<file path="config.mk">
export PLATFORM = sky130hd
export DESIGN_NAME = irq_arbiter_flat
export DESIGN_NICKNAME = d
export VERILOG_FILES = /design/src/rtl/irq_arbiter_pkg.sv /design/src/rtl/irq_arbiter_if.sv /design/src/rtl/irq_arbiter_prio_pick.sv /design/src/rtl/irq_arbiter.sv /design/src/flat_wrapper.sv
export SDC_FILE = /design/constraint.sdc
export NUM_CORES = 1
export LEC_CHECK = 0
export ABC_AREA = 1
export ABC_CLOCK_PERIOD_IN_PS = 2850
export CORE_MARGIN = 2
export CORE_UTILIZATION = 44
export CTS_CLUSTER_SIZE = 16
export DETAILED_ROUTE_END_ITERATION = 8
export PLACE_DENSITY = 0.81
export SLEW_MARGIN = 0
export SYNTH_ARGS = -nofsm -noshare
export SYNTH_HDL_FRONTEND = slang
export SYNTH_SLANG_ARGS = --single-unit
export TNS_END_PERCENT = 100
</file>
<file path="constraint.sdc">
create_clock -name clk -period 2.85 [get_ports clk]
set_input_delay 0.285 -clock clk [delete_from_list [all_inputs] [get_ports clk]]
set_output_delay 0.285 -clock clk [all_outputs]
set_load 0.01 [all_outputs]
</file>
<file path="src/rtl/irq_arbiter_pkg.sv">
// Shared definitions for the interrupt arbiter: register word indices,
// the "no interrupt" vector value and the presentation FSM state encoding.
package irq_pkg;

   localparam logic [1:0] REG_PENDING = 2'd0;
   localparam logic [1:0] REG_ENABLE  = 2'd1;
   localparam logic [1:0] REG_EDGE    = 2'd2;
   localparam logic [1:0] REG_CLAIM   = 2'd3;

   localparam int VEC_NONE = 0;

   typedef enum logic [1:0] {
      ST_IDLE    = 2'd0,
      ST_PRESENT = 2'd1,
      ST_RETIRE  = 2'd2
   } irq_state_t;

endpackage

</file>
<file path="src/rtl/irq_arbiter_if.sv">
// Register bus between the CPU-side decoder (master) and the interrupt arbiter (slave).
interface irq_arbiter_if;

   logic        reg_sel;
   logic [1:0]  bus_addr;
   logic        bus_write_enable;
   logic [63:0] bus_write_data;
   logic        bus_read_enable;
   logic [63:0] bus_read_data;
   logic        bus_read_done;

   modport master (
      output reg_sel, bus_addr, bus_write_enable, bus_write_data, bus_read_enable,
      input  bus_read_data, bus_read_done
   );

   modport slave (
      input  reg_sel, bus_addr, bus_write_enable, bus_write_data, bus_read_enable,
      output bus_read_data, bus_read_done
   );

endinterface

</file>
<file path="src/rtl/irq_arbiter_prio_pick.sv">
// Combinational winner select: first set bit of mask, searching upward from start
// and wrapping at N. start must be below N.
module irq_prio_pick #(
   parameter int N     = 8,
   parameter int IDX_W = 4
) (
   input  logic [N-1:0]     mask,
   input  logic [IDX_W-1:0] start,
   output logic             valid,
   output logic [IDX_W-1:0] index
);

   logic [N-1:0] shifted;
   int           pos;

   always_comb begin
      valid   = 1'b0;
      index   = '0;
      shifted = '0;
      pos     = 0;
      for (int k = 0; k < N; k++) begin
         pos = int'(start) + k;
         if (pos >= N) begin
            pos = pos - N;
         end
         shifted = mask >> pos;
         if (!valid && shifted[0]) begin
            valid = 1'b1;
            index = IDX_W'(pos);
         end
      end
   end

endmodule

</file>
<file path="src/rtl/irq_arbiter.sv">
// Interrupt arbiter: synchronizes sources, keeps PENDING/ENABLE/EDGE/INSERV and presents
// one vector at a time. Define IRQ_ROUND_ROBIN_EN for rotating instead of fixed priority.
module irq_arbiter
   import irq_pkg::*;
#(
   parameter int NUM_SRC = 8,
   parameter int VEC_W   = 4
) (
   input  logic               clk,
   input  logic               reset,
   input  logic [NUM_SRC-1:0] irq_src,
   irq_arbiter_if.slave       bus,
   output logic [VEC_W-1:0]   interrupt_vector,
   input  logic               interrupt_ack
);

   if (NUM_SRC < 1 || NUM_SRC > 15 || NUM_SRC + 1 > 2 ** VEC_W) begin : g_param_check
      $error("irq_arbiter: NUM_SRC=%0d invalid or does not fit VEC_W=%0d", NUM_SRC, VEC_W);
   end

   logic [NUM_SRC-1:0] sync1, s, s_prev;
   logic [NUM_SRC-1:0] pending_q, enable_q, edge_q, inserv_q;
   logic [NUM_SRC-1:0] pending, cand, sel_mask, wdata;
   logic [NUM_SRC-1:0] pending_next, inserv_next;
   logic [VEC_W-1:0]   vector_q, cur_idx, pick_idx, start_idx;
   logic               pick_valid, presented_live, ack_take, wr_hit, rd_hit;
   logic [63:0]        read_mux, rdata_q;
   logic               done_q;
   logic               unused_wdata;
   irq_state_t         state;

   assign wdata          = bus.bus_write_data[NUM_SRC-1:0];
   assign unused_wdata   = &{1'b0, bus.bus_write_data[63:NUM_SRC]};
   assign wr_hit         = bus.reg_sel & bus.bus_write_enable;
   assign rd_hit         = bus.reg_sel & bus.bus_read_enable;
   // Level sources mirror the synchronized line directly; only edge sources are latched.
   assign pending        = (pending_q & edge_q) | (s & ~edge_q);
   assign cand           = pending & enable_q & ~inserv_q;
   assign sel_mask       = NUM_SRC'(1) << cur_idx;
   assign presented_live = |(sel_mask & pending & enable_q);
   assign ack_take       = (state == ST_PRESENT) && interrupt_ack;

`ifdef IRQ_ROUND_ROBIN_EN
   logic [VEC_W-1:0] rr_ptr;

   always_ff @(posedge clk or posedge reset) begin
      if (reset) begin
         rr_ptr <= '0;
      end else if (ack_take) begin
         rr_ptr <= (cur_idx == VEC_W'(NUM_SRC - 1)) ? '0 : cur_idx + VEC_W'(1);
      end
   end

   assign start_idx = rr_ptr;
`else
   assign start_idx = '0;
`endif

   irq_prio_pick #(.N(NUM_SRC), .IDX_W(VEC_W)) u_pick (
      .mask  (cand),
      .start (start_idx),
      .valid (pick_valid),
      .index (pick_idx)
   );

   always_ff @(posedge clk or posedge reset) begin
      if (reset) begin
         sync1  <= '0;
         s      <= '0;
         s_prev <= '0;
      end else begin
         sync1  <= irq_src;
         s      <= sync1;
         s_prev <= s;
      end
   end

   // A new rising edge is ORed in last so it survives a same-cycle W1C or ack clear.
   always_comb begin
      pending_next = pending_q;
      if (wr_hit && bus.bus_addr == REG_PENDING) begin
         pending_next = pending_next & ~wdata;
      end
      if (ack_take) begin
         pending_next = pending_next & ~sel_mask;
      end
      pending_next = (pending_next | (s & ~s_prev)) & edge_q;

      inserv_next = inserv_q & ~(~edge_q & ~s);
      if (state == ST_RETIRE) begin
         inserv_next = inserv_next & ~edge_q;
      end
      if (ack_take) begin
         inserv_next = inserv_next | sel_mask;
      end
   end

   always_ff @(posedge clk or posedge reset) begin
      if (reset) begin
         pending_q <= '0;
         enable_q  <= '0;
         edge_q    <= '0;
         inserv_q  <= '0;
      end else begin
         if (wr_hit && bus.bus_addr == REG_ENABLE) begin
            enable_q <= wdata;
         end
         if (wr_hit && bus.bus_addr == REG_EDGE) begin
            edge_q <= wdata;
         end
         pending_q <= pending_next;
         inserv_q  <= inserv_next;
      end
   end

   // Once presented, a vector is only withdrawn by ack or by its own source going away.
   always_ff @(posedge clk or posedge reset) begin
      if (reset) begin
         state    <= ST_IDLE;
         vector_q <= VEC_W'(VEC_NONE);
         cur_idx  <= '0;
      end else begin
         case (state)
            ST_IDLE: begin
               if (pick_valid) begin
                  vector_q <= pick_idx + VEC_W'(1);
                  cur_idx  <= pick_idx;
                  state    <= ST_PRESENT;
               end else begin
                  vector_q <= VEC_W'(VEC_NONE);
               end
            end
            ST_PRESENT: begin
               if (interrupt_ack) begin
                  vector_q <= VEC_W'(VEC_NONE);
                  state    <= ST_RETIRE;
               end else if (!presented_live) begin
                  vector_q <= VEC_W'(VEC_NONE);
                  state    <= ST_IDLE;
               end
            end
            ST_RETIRE: begin
               vector_q <= VEC_W'(VEC_NONE);
               state    <= ST_IDLE;
            end
            default: begin
               vector_q <= VEC_W'(VEC_NONE);
               state    <= ST_IDLE;
            end
         endcase
      end
   end

   always_comb begin
      read_mux = '0;
      case (bus.bus_addr)
         REG_PENDING: read_mux = 64'(pending);
         REG_ENABLE:  read_mux = 64'(enable_q);
         REG_EDGE:    read_mux = 64'(edge_q);
         REG_CLAIM:   read_mux = 64'(vector_q);
         default:     read_mux = '0;
      endcase
   end

   always_ff @(posedge clk or posedge reset) begin
      if (reset) begin
         rdata_q <= '0;
         done_q  <= 1'b0;
      end else begin
         done_q <= rd_hit;
         if (rd_hit) begin
            rdata_q <= read_mux;
         end
      end
   end

   assign bus.bus_read_data = rdata_q;
   assign bus.bus_read_done = done_q;
   assign interrupt_vector  = vector_q;

endmodule

</file>
<file path="src/flat_wrapper.sv">
// flat-port wrapper written by rule: the top's interface ports become plain ports
module irq_arbiter_flat import irq_pkg::*;
#(
   parameter int NUM_SRC = 8,
   parameter int VEC_W   = 4
)
  (clk, reset, irq_src, interrupt_vector, interrupt_ack, bus_reg_sel, bus_bus_addr, bus_bus_write_enable, bus_bus_write_data, bus_bus_read_enable, bus_bus_read_data, bus_bus_read_done);
  irq_arbiter_if bus_i ();
  input  logic clk;
  input  logic reset;
  input  logic [NUM_SRC-1:0] irq_src;
  output logic [VEC_W-1:0] interrupt_vector;
  input  logic interrupt_ack;
  input wire logic [$bits(bus_i.reg_sel)-1:0] bus_reg_sel;
  input wire logic [$bits(bus_i.bus_addr)-1:0] bus_bus_addr;
  input wire logic [$bits(bus_i.bus_write_enable)-1:0] bus_bus_write_enable;
  input wire logic [$bits(bus_i.bus_write_data)-1:0] bus_bus_write_data;
  input wire logic [$bits(bus_i.bus_read_enable)-1:0] bus_bus_read_enable;
  output wire logic [$bits(bus_i.bus_read_data)-1:0] bus_bus_read_data;
  output wire logic [$bits(bus_i.bus_read_done)-1:0] bus_bus_read_done;
  assign bus_i.reg_sel = bus_reg_sel;
  assign bus_i.bus_addr = bus_bus_addr;
  assign bus_i.bus_write_enable = bus_bus_write_enable;
  assign bus_i.bus_write_data = bus_bus_write_data;
  assign bus_i.bus_read_enable = bus_bus_read_enable;
  assign bus_bus_read_data = bus_i.bus_read_data;
  assign bus_bus_read_done = bus_i.bus_read_done;
  irq_arbiter #(.NUM_SRC(NUM_SRC), .VEC_W(VEC_W)) u_core (.clk(clk), .reset(reset), .irq_src(irq_src), .bus(bus_i), .interrupt_vector(interrupt_vector), .interrupt_ack(interrupt_ack));
endmodule
</file>
==> summary.md, run 1 <==
| Metric | Value |
|---|---|
| Global Route Usage Sum | 18.2% |
| Fin nets | 541 |
| Met1 Track Usage GR | 23.7% |
| Busiest grt layer | met2 |
| CTS tree | yes |
| Row Count | 33 |
| Crit-path slowest cell | dfrtp_1 |
| Crit-path max cell delay | 440 ps |
| Outcome | finished, final reports clean |
| Detail-routed via count per cell | 4.90 |
| Hold Fails Final Rpt | 0 |
| Global Route met2 Usage | 28.1% |
| Port bufs | 36 |
| Cts bufs inserted | 9 |
| Finished Layout Cells | 570 |
| Storage element area | 1850 µm² |
| Leading area contributor after synthesis | dfrtp_1 |
| Vias in the first global route | 2,646 |
| CTS max path bufs | 2 |
| Slew Limit Fails | 0 |
| Worst-path cell chain | o21ai_1, nand3b_1, inv_1, nor2_4, nand3_4, nand3_2, ha_1, inv_1, nand3_1, nand3_1, nand2_1 |
| Post-layout min period | 1910 ps |
| Global routing usage on met3 | 3.92% |
| Critical Path RT | 3100 ps |
| Pwr dens | 676 nW/µm² |
| Clk root buf | clkbuf_8 |
| Initial core utilization | 45.5% |
| Netlist area before placement | 3740 µm² |
| Avg Cell Area, Syn | 8.99 µm² |
| Post-synth top cells | 80 x nand2_1, 74 x dfrtp_1, 56 x buf_4 |
| Hold_buf cts | 0 |
| DP HPWL | 5.60 mm |
| Placer Congestion | 0.869 |
| Worst Hold Class | in2async |
| Post-CTS Setup Inserts | 0 |
| Largest net degree at the start of global routing | 75 |
| Placed Cells incl. Taps | 554 |
| Critical Path Sink Type | flip-flop |
| Die span in y | 96.2 µm |
| Layout cell share with drive strength beyond 1 | 11.8% |
| Multi-input gate area | 1460 µm² |
| Warnings, synthesis | 0 |
| Top cells by area, synth | dfrtp_1 50%, buf_4 11%, nand2_1 8.0% |
| Initial antenna violation count | 0 |
| Worst-Margin Slew | 791 ps |
| Via Count | 2,795 |
| Seq/Total Area, Yosys | 49.5% |
| Core ar. | 8220 µm² |
| Synth Flop Type | dfrtp_1 |
| Worst setup SP type | flip-flop |
| Worst skew pair latency | 350 ps |
| First-pass GRT wire length | 12.5 mm |
| Critical path class | reg2reg |
| Synth cell types | 35 |
| Setup Skew | 3.56 ps |
| Per-cell routed wire length | 13.5 µm |
| Post-route antenna net violation count | 0 |
| Area grow syn2layout | 12.5% |
| FF+latch count, synth | 74 |
| Post-synth EDFFs | 0 |
| Synth async-reset ratio | 100% |
| GR Overflow Total | 0 |
| CTS Sinks | 74 |
| Util after Layout | 51.2% |
| Max Cap Viol | 0 |
| Rel. slew slack | 47.0% |
| Post-synthesis cell count | 416 |
| F_max | 0.525 GHz |
| Die X | 96.2 µm |
| Post-CTS sizing | 0 |
| Iter 0 DRT Violations | 146 |
| Most common cell in the netlist | nand2_1 |
| Total Wirelength | 7.72 mm |
| First drt pass iteration count | 5 |
| Diode count | 0 |
| Ports | 149 |
| Setup_tns | 0 ps |
| Total Die Area | 9250 µm² |
| Crit-path max FO | 5 |
| Maximum VDD drop | 0.431 mV |
| Worst reg-to-reg setup slack | 940 ps |
| Register clock-pin slew on the reported worst setup and hold paths | 70 ps |
| Period utilisation layout | 66.8% |
| Synth top area share | 49.5% |
| Max H-tree Level | 3 |
| Final-report setup violation count | 0 |
| Final-layout fill cell count | 750 |
| Critical Path AT | 2150 ps |
| DRC | 0 |
| Lkg Pwr | 2.05 nW |
| Unrepaired setup endpoints after global routing | no |
-- final timing paths --
kind / from / to / cells after the start
worst min register to register: u_core.sync1[3]$_DFF_PP0_ / u_core.s[3]$_DFF_PP0_ / 0
min in group clk: u_core.sync1[3]$_DFF_PP0_ / u_core.s[3]$_DFF_PP0_ / 0
worst max-delay path: u_core.edge_q[5]$_DFFE_PP0P_ / u_core.interrupt_vector[2]$_DFFE_PP0P_ / 11
worst min-delay path: reset / u_core.s_prev[1]$_DFF_PP0_ / 3
worst max register to register: u_core.edge_q[5]$_DFFE_PP0P_ / u_core.interrupt_vector[2]$_DFFE_PP0P_ / 11
max in group asynchronous: reset / u_core.inserv_q[4]$_DFF_PP0_ / 3
-- placed cells by master, fill, tap and decap left out, types with 6 or more instances in the layout --
master,n
nand3_2,7
o21ai_0,22
a221oi_1,6
dfrtp_1,74
o211ai_1,10
a21oi_1,17
nor2_1,12
or2_2,6
nand2_1,80
nor3_1,8
conb_1,56
o21ai_1,9
inv_1,45
nand3_1,19
clkdlybuf4s50_1,36
clkbuf_8,10
-- logic make-up after synthesis --
logic type / Yosys count / share of synthesized area [%]
other cells: 1 / 0.100
compound gates: 73 / 11.7
simple gates: 155 / 21.4
flops: 74 / 49.5
buf+inv: 112 / 16.9
fa+ha+maj: 1 / 0.335
-- state kept, by name, indices dropped and copies added (netlist names), 2 cells and up --
register / cells
u_core.bus.bus_read_data: 8
u_core.cur_idx: 3
u_core.edge_q: 8
u_core.enable_q: 8
u_core.inserv_q: 8
u_core.interrupt_vector: 4
u_core.pending_q: 8
u_core.s: 8
u_core.s_prev: 8
u_core.state: 2
u_core.sync1: 8
-- routing by layer --
metal / routed length, µm / part of all wire (%)
met5: 0 / 0
met4: 207 / 2.7
met3: 523 / 6.8
met2: 3710 / 48
met1: 3270 / 42
-- where the power goes --
group          internal (W)  switching [W]  leakage [nW]
clock              0.000335       0.000389        0.0851
sequential          0.00120       0.000131         0.927
combinational      0.000299       0.000483          1.04
total               0.00184        0.00100          2.05
-- per-stage QoR --
| stage | cell area, µm² | total power [W] | setup slack (ps) | hold WS (ps) |
|---|---|---|---|---|
| 3_3_place_gp | 4040 | 0.00211 | 923 | 333 |
| 3_5_place_dp | 4040 | 0.00213 | 870 | 335 |
| 5_1_grt | 4210 | 0.00302 | 792 | 354 |
| 6_report | 4210 | 0.00284 | 945 | 325 |
| 4_1_cts | 4210 | 0.00285 | 956 | 344 |
| 2_1_floorplan | 3950 | 0.00193 | 683 | 316 |
-- worst max-delay path, delay by kind of cell (launching register included) --
kind | cells | cell delay (ps)
AOI/OAI and AO/OA | 1 | 240
buffers and inverters | 2 | 240
and+or+nand+nor | 7 | 660
DFF | 1 | 440
adders and majority gates | 1 | 220
-- area by class of cell --
class	count	share of cell area (%)
clock buffers	11	3.36
multi-input cells	285	34.7
repair buffers	40	9.58
flip-flops and latches	74	44.0
well taps	105	3.12
clock inverters	5	0.714
inverters	50	4.46
(Power assumes the default switching activity.)
==> run 2, diff against run 1 <==
--- a/config.mk
+++ b/config.mk
@@ -6,7 +6,7 @@
 export NUM_CORES = 1
 export LEC_CHECK = 0
 export ABC_AREA = 1
-export ABC_CLOCK_PERIOD_IN_PS = 2850
+export ABC_CLOCK_PERIOD_IN_PS = 2000
 export CORE_MARGIN = 2
 export CORE_UTILIZATION = 44
 export CTS_CLUSTER_SIZE = 16
==> constraint.sdc (replaced) <==
create_clock -name clk -period 2 [get_ports clk]
set_input_delay 0.2 -clock clk [delete_from_list [all_inputs] [get_ports clk]]
set_output_delay 0.2 -clock clk [all_outputs]
set_load 0.01 [all_outputs]
==> run 2 against run 1 <==
Die area stayed put. Sequential power up 42%. Fmax rose by 3.0%. Sequential cell count is the same. Clock power up 56%. Register-to-register slack got worse by 800 ps. Combinational power up 47%. Global-route usage is 0.69 points lower. Sequential share of layout area fell by 1.2 points. Clock skew rose by 3.9 ps. Non-clock buffer count up 11. Setup slack lost 800 ps. Critical endpoint unchanged. Largest cell class unchanged. Highest routed layer unchanged.
==> summary.md, run 2 (synthesized netlist as in run 1, its figures left out) <==
| Metric | Value |
|---|---|
| Logic pwr share | 27.5% (about the same) |
| Hold_buf cts | 0 (unchanged) |
| Diode count | 0 (unchanged) |
| Max Cap Viol | 0 (unchanged) |
| Worst Hold Class | in2async |
| Util after Layout | 52.7% (+1.5 points) |
| Global Route Usage Sum | 17.5% (-0.69 points) |
| GR Overflow Total | 0 (unchanged) |
| Detail-routed via count per cell | 4.86 (-0.88%) |
| Clk root buf | clkbuf_8 |
| P_int | 0.00274 W (+49%) |
| Reg power frac | 45.4% (-1.6 points) |
| P_sw | 0.00145 W (+44%) |
| Initial core utilization | 45.5% (unchanged) |
| Clock Power Share | 27.1% (+1.6 points) |
| Crit Reg-Reg Startpoint | u_core.edge_q[5]$_DFFE_PP0P_ |
| Worst reg-to-reg setup slack | 150 ps (-800 ps) |
| Die X | 96.2 µm (unchanged) |
| Sw Share | 34.5% (-0.76 points) |
| Per-cell routed wire length | 13.1 µm (-3.2%) |
| Layout cell share with drive strength beyond 1 | 14.5% (+2.7 points) |
| Maximum VDD drop | 0.465 mV (+7.9%) |
| Slew Limit Fails | 0 (unchanged) |
| Via Count | 2,824 (+1.0%) |
| Largest net degree at the start of global routing | 29 (-61%) |
| Commonest non-fill, non-tap cell in the layout | nand2_1 |
| Unrepaired setup endpoints after global routing | no |
| Critical Path Sink Type | flip-flop |
| CTS max path bufs | 2 (unchanged) |
| Final-layout fill cell count | 716 (-4.5%) |
| F_max | 0.540 GHz (+3.0%) |
| Register clock-pin slew on the reported worst setup and hold paths | 80 ps (about the same) |
| Port bufs | 36 (unchanged) |
| Critical Path RT | 2250 ps (-850 ps) |
| Cts bufs inserted | 9 (unchanged) |
| Crit-path max FO | 5 (unchanged) |
| CTS tree | yes |
| WHS | 258 ps (-67.2 ps) |
| Pwr dens | 968 nW/µm² (+43%) |
| DP HPWL | 5.80 mm (+3.5%) |
| Reg2reg end | u_core.interrupt_vector[2]$_DFFE_PP0P_ |
| Area grow syn2layout | 15.8% |
| Period utilisation layout | 92.5% (+26 points) |
| Core ar. | 8220 µm² (unchanged) |
| Placer Congestion | 0.874 (+0.53%) |
| Critical path class | reg2reg |
| Crit-path slowest cell | dfrtp_1 |
| Worst skew pair latency | 350 ps (about the same) |
| Critical Path AT | 2100 ps (-50 ps) |
| Row Count | 33 (unchanged) |
| Worst-path cell chain | o21ai_1, nand3b_1, inv_2, nor2_4, nand3_4, nand3_2, ha_1, inv_1, nand3_1, nand3_1, nand2_1 |
| Fin nets | 552 (+2.0%) |
| Die span in y | 96.2 µm (unchanged) |
| CP most frequent cell | nand3_1 |
| Final-report setup violation count | 0 (unchanged) |
| Setup_tns | 0 ps (unchanged) |
| Post-route antenna net violation count | 0 (unchanged) |
| DRC | 0 (unchanged) |
| Total Die Area | 9250 µm² (unchanged) |
| First drt pass iteration count | 5 (unchanged) |
| Initial antenna violation count | 0 (unchanged) |
| Worst setup SP type | flip-flop |
| Crit-path max cell delay | 430 ps (about the same) |
| Outcome | finished, final reports clean |
| Rel. slew slack | 59.1% (+12 points) |
| Max H-tree Level | 3 (unchanged) |
| Vias in the first global route | 2,518 (-4.8%) |
| Ports | 149 (unchanged) |
| Worst-Margin Slew | 612 ps (-179 ps) |
| Total Wirelength | 7.61 mm (-1.3%) |
| Lkg Pwr | 2.11 nW (+3.0%) |
| Post-layout min period | 1850 ps (-54.7 ps) |
| CTS Sinks | 74 (unchanged) |
| Setup Skew | 7.43 ps (+3.87 ps) |
| Iter 0 DRT Violations | 242 (+66%) |
| First-pass GRT wire length | 12.1 mm (-3.8%) |
| Most frequent cells in the layout | 80 x nand2_1, 73 x dfrtp_1, 56 x conb_1 |
| Reg2reg path depth | 11 (unchanged) |
| Hold Fails Final Rpt | 0 (unchanged) |
run 2: worst max-delay path, delay by kind of cell (launching register included):
kind                     cells  cell delay, ps
flip-flops                   1             430
buffers and inverters        2             190
AND/OR/NAND/NOR              7             650
adder cells (fa/ha/maj)      1             230
AO/OA/AOI/OAI                1             250
run 2: repair_timing:
action	CTS	global route
resized for setup	0	2
endpoints found under the setup margin	0	2
buffers inserted	0	2
run 2: final cells by class:
cell class | instances | area (µm²) | share of cell area [%]
clock buffers | 9 | 124 | 2.86
inverters | 50 | 191 | 4.42
multi-input cells | 285 | 1460 | 33.8
flip-flops and latches | 74 | 1850 | 42.8
repair buffers | 51 | 498 | 11.5
clock inverters | 7 | 70.1 | 1.62
well taps | 105 | 131 | 3.03
run 2: worst max-delay path by stage:
stage / slack (ps) / startpoint / endpoint / depth (start not counted)
after floorplan: 380 / u_core.edge_q[2]$_DFFE_PP0P_ / u_core.interrupt_vector[2]$_DFFE_PP0P_ / 15
final: 150 / u_core.edge_q[5]$_DFFE_PP0P_ / u_core.interrupt_vector[2]$_DFFE_PP0P_ / 11
after global placement: 160 / u_core.edge_q[5]$_DFFE_PP0P_ / u_core.interrupt_vector[2]$_DFFE_PP0P_ / 11
after global routing: 0.4 / u_core.edge_q[0]$_DFFE_PP0P_ / u_core.interrupt_vector[2]$_DFFE_PP0P_ / 15
after CTS: 90 / u_core.edge_q[5]$_DFFE_PP0P_ / u_core.interrupt_vector[2]$_DFFE_PP0P_ / 11
after detailed placement: 110 / u_core.edge_q[5]$_DFFE_PP0P_ / u_core.interrupt_vector[2]$_DFFE_PP0P_ / 11
run 2: metal layers:
layer | global-route usage [%] | vias up | routed length [µm]
li1 | - | 1355 | -
met1 | 23.2 | 1345 | 3280
met2 | 27.9 | 114 | 3710
met3 | 3.99 | 10 | 510
met4 | 6.90 | 0 | 118
met5 | 0 | - | 0
run 2: per-stage QoR:
stage / setup WS, ps / instance area [µm²] / power, W / instances
6_report: 150 / 4330 / 0.00419 / 581
5_1_grt: 0.382 / 4330 / 0.00444 / 581
4_1_cts: 85.8 / 4310 / 0.00420 / 579
3_5_place_dp: 110 / 4120 / 0.00307 / 563
3_3_place_gp: 161 / 4120 / 0.00302 / 563
2_1_floorplan: 379 / 3950 / 0.00274 / 471
run 2: power groups by stage:
stage          Clock, W  Combinational [W]  Sequential, W
2_1_floorplan         0           0.000837        0.00191
3_3_place_gp          0            0.00110        0.00192
3_5_place_dp          0            0.00114        0.00193
4_1_cts         0.00116            0.00114        0.00190
5_1_grt         0.00122            0.00128        0.00194
6_report        0.00113            0.00115        0.00190
==> run 3, diff against run 2 <==
--- a/config.mk
+++ b/config.mk
@@ -6,12 +6,12 @@
 export NUM_CORES = 1
 export LEC_CHECK = 0
 export ABC_AREA = 1
-export ABC_CLOCK_PERIOD_IN_PS = 2000
 export CORE_MARGIN = 2
 export CORE_UTILIZATION = 44
 export CTS_CLUSTER_SIZE = 16
 export DETAILED_ROUTE_END_ITERATION = 8
 export PLACE_DENSITY = 0.81
+export RECOVER_POWER = 100
 export SLEW_MARGIN = 0
 export SYNTH_ARGS = -nofsm -noshare
 export SYNTH_HDL_FRONTEND = slang
==> constraint.sdc (replaced) <==
create_clock -name clk -period 2 [get_ports clk]
set_input_delay 0.4 -clock clk [delete_from_list [all_inputs] [get_ports clk]]
set_output_delay 0.4 -clock clk [all_outputs]
set_load 0.01 [all_outputs]
==> run 3 against run 2 <==
Clock power grew 45%. Die area is the same. Register-to-register slack better by 20 ps. Highest routed layer unchanged. Via count up 3.0%.
==> summary.md, run 3 (synthesized netlist as in run 1, its figures left out) <==
| Metric | Value |
|---|---|
| Clk root buf | clkbuf_8 |
| Period utilisation layout | 97.3% (+4.8 points) |
| Hold Fails Final Rpt | 0 (unchanged) |
| Total Wirelength | 7.87 mm (+3.4%) |
| Final-layout fill cell count | 716 (unchanged) |
| Pwr dens | 1070 nW/µm² (+10%) |
| Commonest non-fill, non-tap cell in the layout | nand2_1 |
| Detail-routed via count per cell | 5.04 (+3.7%) |
| Rel. slew slack | 47.3% (-12 points) |
| Most frequent cells in the layout | 80 x nand2_1, 72 x dfrtp_1, 56 x conb_1 |
| Finished Layout Cells | 577 (-0.69%) |
| Vias in the first global route | 2,785 (+11%) |
| Global Route Usage Sum | 18.7% (+1.1 points) |
| Initial antenna violation count | 0 (unchanged) |
| Critical Path Sink Type | flip-flop |
| Crit-path max FO | 12 (+7) |
| Slew Limit Fails | 0 (unchanged) |
| First-pass GRT wire length | 12.9 mm (+6.7%) |
| Ports | 149 (unchanged) |
| CTS tree | yes |
| Placed Cells incl. Taps | 562 (-0.18%) |
| Storage element area | 1850 µm² (about the same) |
| Cts bufs inserted | 9 (unchanged) |
| GR Overflow Total | 0 (unchanged) |
| Final-report setup violation count | 0 (unchanged) |
| Total Die Area | 9250 µm² (unchanged) |
| Setup WS pre-CTS | -24.1 ps (-134 ps) |
| Outcome | finished, final reports clean |
| CTS max path bufs | 2 (unchanged) |
| Worst skew pair latency | 350 ps (about the same) |
| DRC | 0 (unchanged) |
| Row Count | 33 (unchanged) |
| Register clock-pin slew on the reported worst setup and hold paths | 70 ps (about the same) |
| Multi-input gate area | 1460 µm² (-0.43%) |
| Die X | 96.2 µm (unchanged) |
| Core ar. | 8220 µm² (unchanged) |
| Worst-Margin Slew | 790 ps (+178 ps) |
| First drt pass iteration count | 5 (unchanged) |
| Worst setup SP type | input pin |
| Initial core utilization | 45.5% (unchanged) |
| Hold_buf cts | 0 (unchanged) |
| Cell area after layout | 4350 µm² (+0.40%) |
| Via Count | 2,909 (+3.0%) |
| Layout cell share with drive strength beyond 1 | 13.8% (-0.72 points) |
| Area of placed instances | 4100 µm² (-0.49%) |
| Diode count | 0 (unchanged) |
| Port bufs | 36 (unchanged) |
| Worst Hold Class | reg2reg |
| Die span in y | 96.2 µm (unchanged) |
| Post-layout min period | 1950 ps (+95.4 ps) |
| DP HPWL | 5.84 mm (+0.82%) |
| Lkg Pwr | 2.13 nW (+1.0%) |
| Unrepaired setup endpoints after global routing | no |
| Post-route antenna net violation count | 0 (unchanged) |
| Fin nets | 549 (-0.54%) |
| Max Cap Viol | 0 (unchanged) |
| Maximum VDD drop | 0.541 mV (+16%) |
| Critical path class | in2reg |
| Largest net degree at the start of global routing | 33 (+14%) |
| F_max | 0.514 GHz (-4.9%) |
| Worst reg-to-reg setup slack | 170 ps (+20 ps) |
| Per-cell routed wire length | 13.6 µm (+4.1%) |
| Max H-tree Level | 3 (unchanged) |
| CTS Sinks | 74 (unchanged) |
| Critical Path AT | 2160 ps (+60 ps) |
| Iter 0 DRT Violations | 191 (-21%) |
| Final worst slack | 54.3 ps (-95.4 ps) |
| Area grow syn2layout | 16.2% |
| Setup Skew | 5.62 ps (-1.81 ps) |
| Critical Path RT | 2210 ps (-40 ps) |
| Placer Congestion | 0.896 (+2.5%) |
## run 3: changes by cell type in the layout (fill, tap and decap cells not counted), sizes merged
cell	delta
buf	-9
bufinv	+4
clkbuf	+7
clkdlybuf4s50	-26
clkinv	-5
clkinvlp	-1
dlygate4sd3	+26
## run 3: where the power goes
group | internal, W | switching, W
registers | 0.00172 | 0.000191
clock network | 0.00111 | 0.000528
logic | 0.000399 | 0.000688
## run 3: path summary, 6_finish.rpt
path / startpoint / to / cells past startpoint
worst max-delay path: bus_bus_addr[1] / u_core.edge_q[5]$_DFFE_PP0P_ / 7
worst min-delay path: u_core.sync1[3]$_DFF_PP0_ / u_core.s[3]$_DFF_PP0_ / 0
worst max register to register: u_core.edge_q[7]$_DFFE_PP0P_ / u_core.interrupt_vector[2]$_DFFE_PP0P_ / 12
worst min register to register: u_core.sync1[3]$_DFF_PP0_ / u_core.s[3]$_DFF_PP0_ / 0
max in group asynchronous: reset / u_core.edge_q[2]$_DFFE_PP0P_ / 3
min in group asynchronous: reset / u_core.edge_q[0]$_DFFE_PP0P_ / 2
## run 3: stage by stage
step | util, % | power (W) | TNS [ps] | hold WS (ps)
floorplan | - | 0.00274 | 0 | 331
global placement | 49.9 | 0.00301 | 0 | 333
detailed placement | 49.9 | 0.00306 | -27.2 | 335
CTS | 53.4 | 0.00471 | 0 | 352
global route | 52.9 | 0.00490 | 0 | 355
finish | 52.9 | 0.00463 | 0 | 350
## run 3: repair_timing
action | in CTS | in global routing
setup buffers | 0 | 0
resized for setup | 0 | 5
endpoints found under the hold margin | 0 | 0
setup endpoints to repair | 0 | 1
## run 3: per-layer routing
metal	global-route usage (%)	vias to the layer above	share of wire (%)
met1	23.4	1374	41
met5	0	-	0
met2	29.2	154	48
li1	-	1353	-
met3	5.40	28	7.8
met4	9.52	0	3.2
## run 3: final cells by class
| class | instances | share of cell area (%) |
|---|---|---|
| multi-input combinational | 285 | 33.5 |
| clock buffer | 10 | 3.17 |
| timing repair buffer | 48 | 9.87 |
| sequential | 74 | 42.7 |
| inverter | 50 | 4.35 |
| tap | 105 | 3.02 |
| clock inverter | 5 | 3.45 |
## run 3: worst max-delay path, cell delays in order
cell           delay (ps)
dlygate4sd3_1         710
inv_1                 120
nor2_2                370
nand2_1               120
buf_2                 230
nand2_1                90
o21ai_0               100
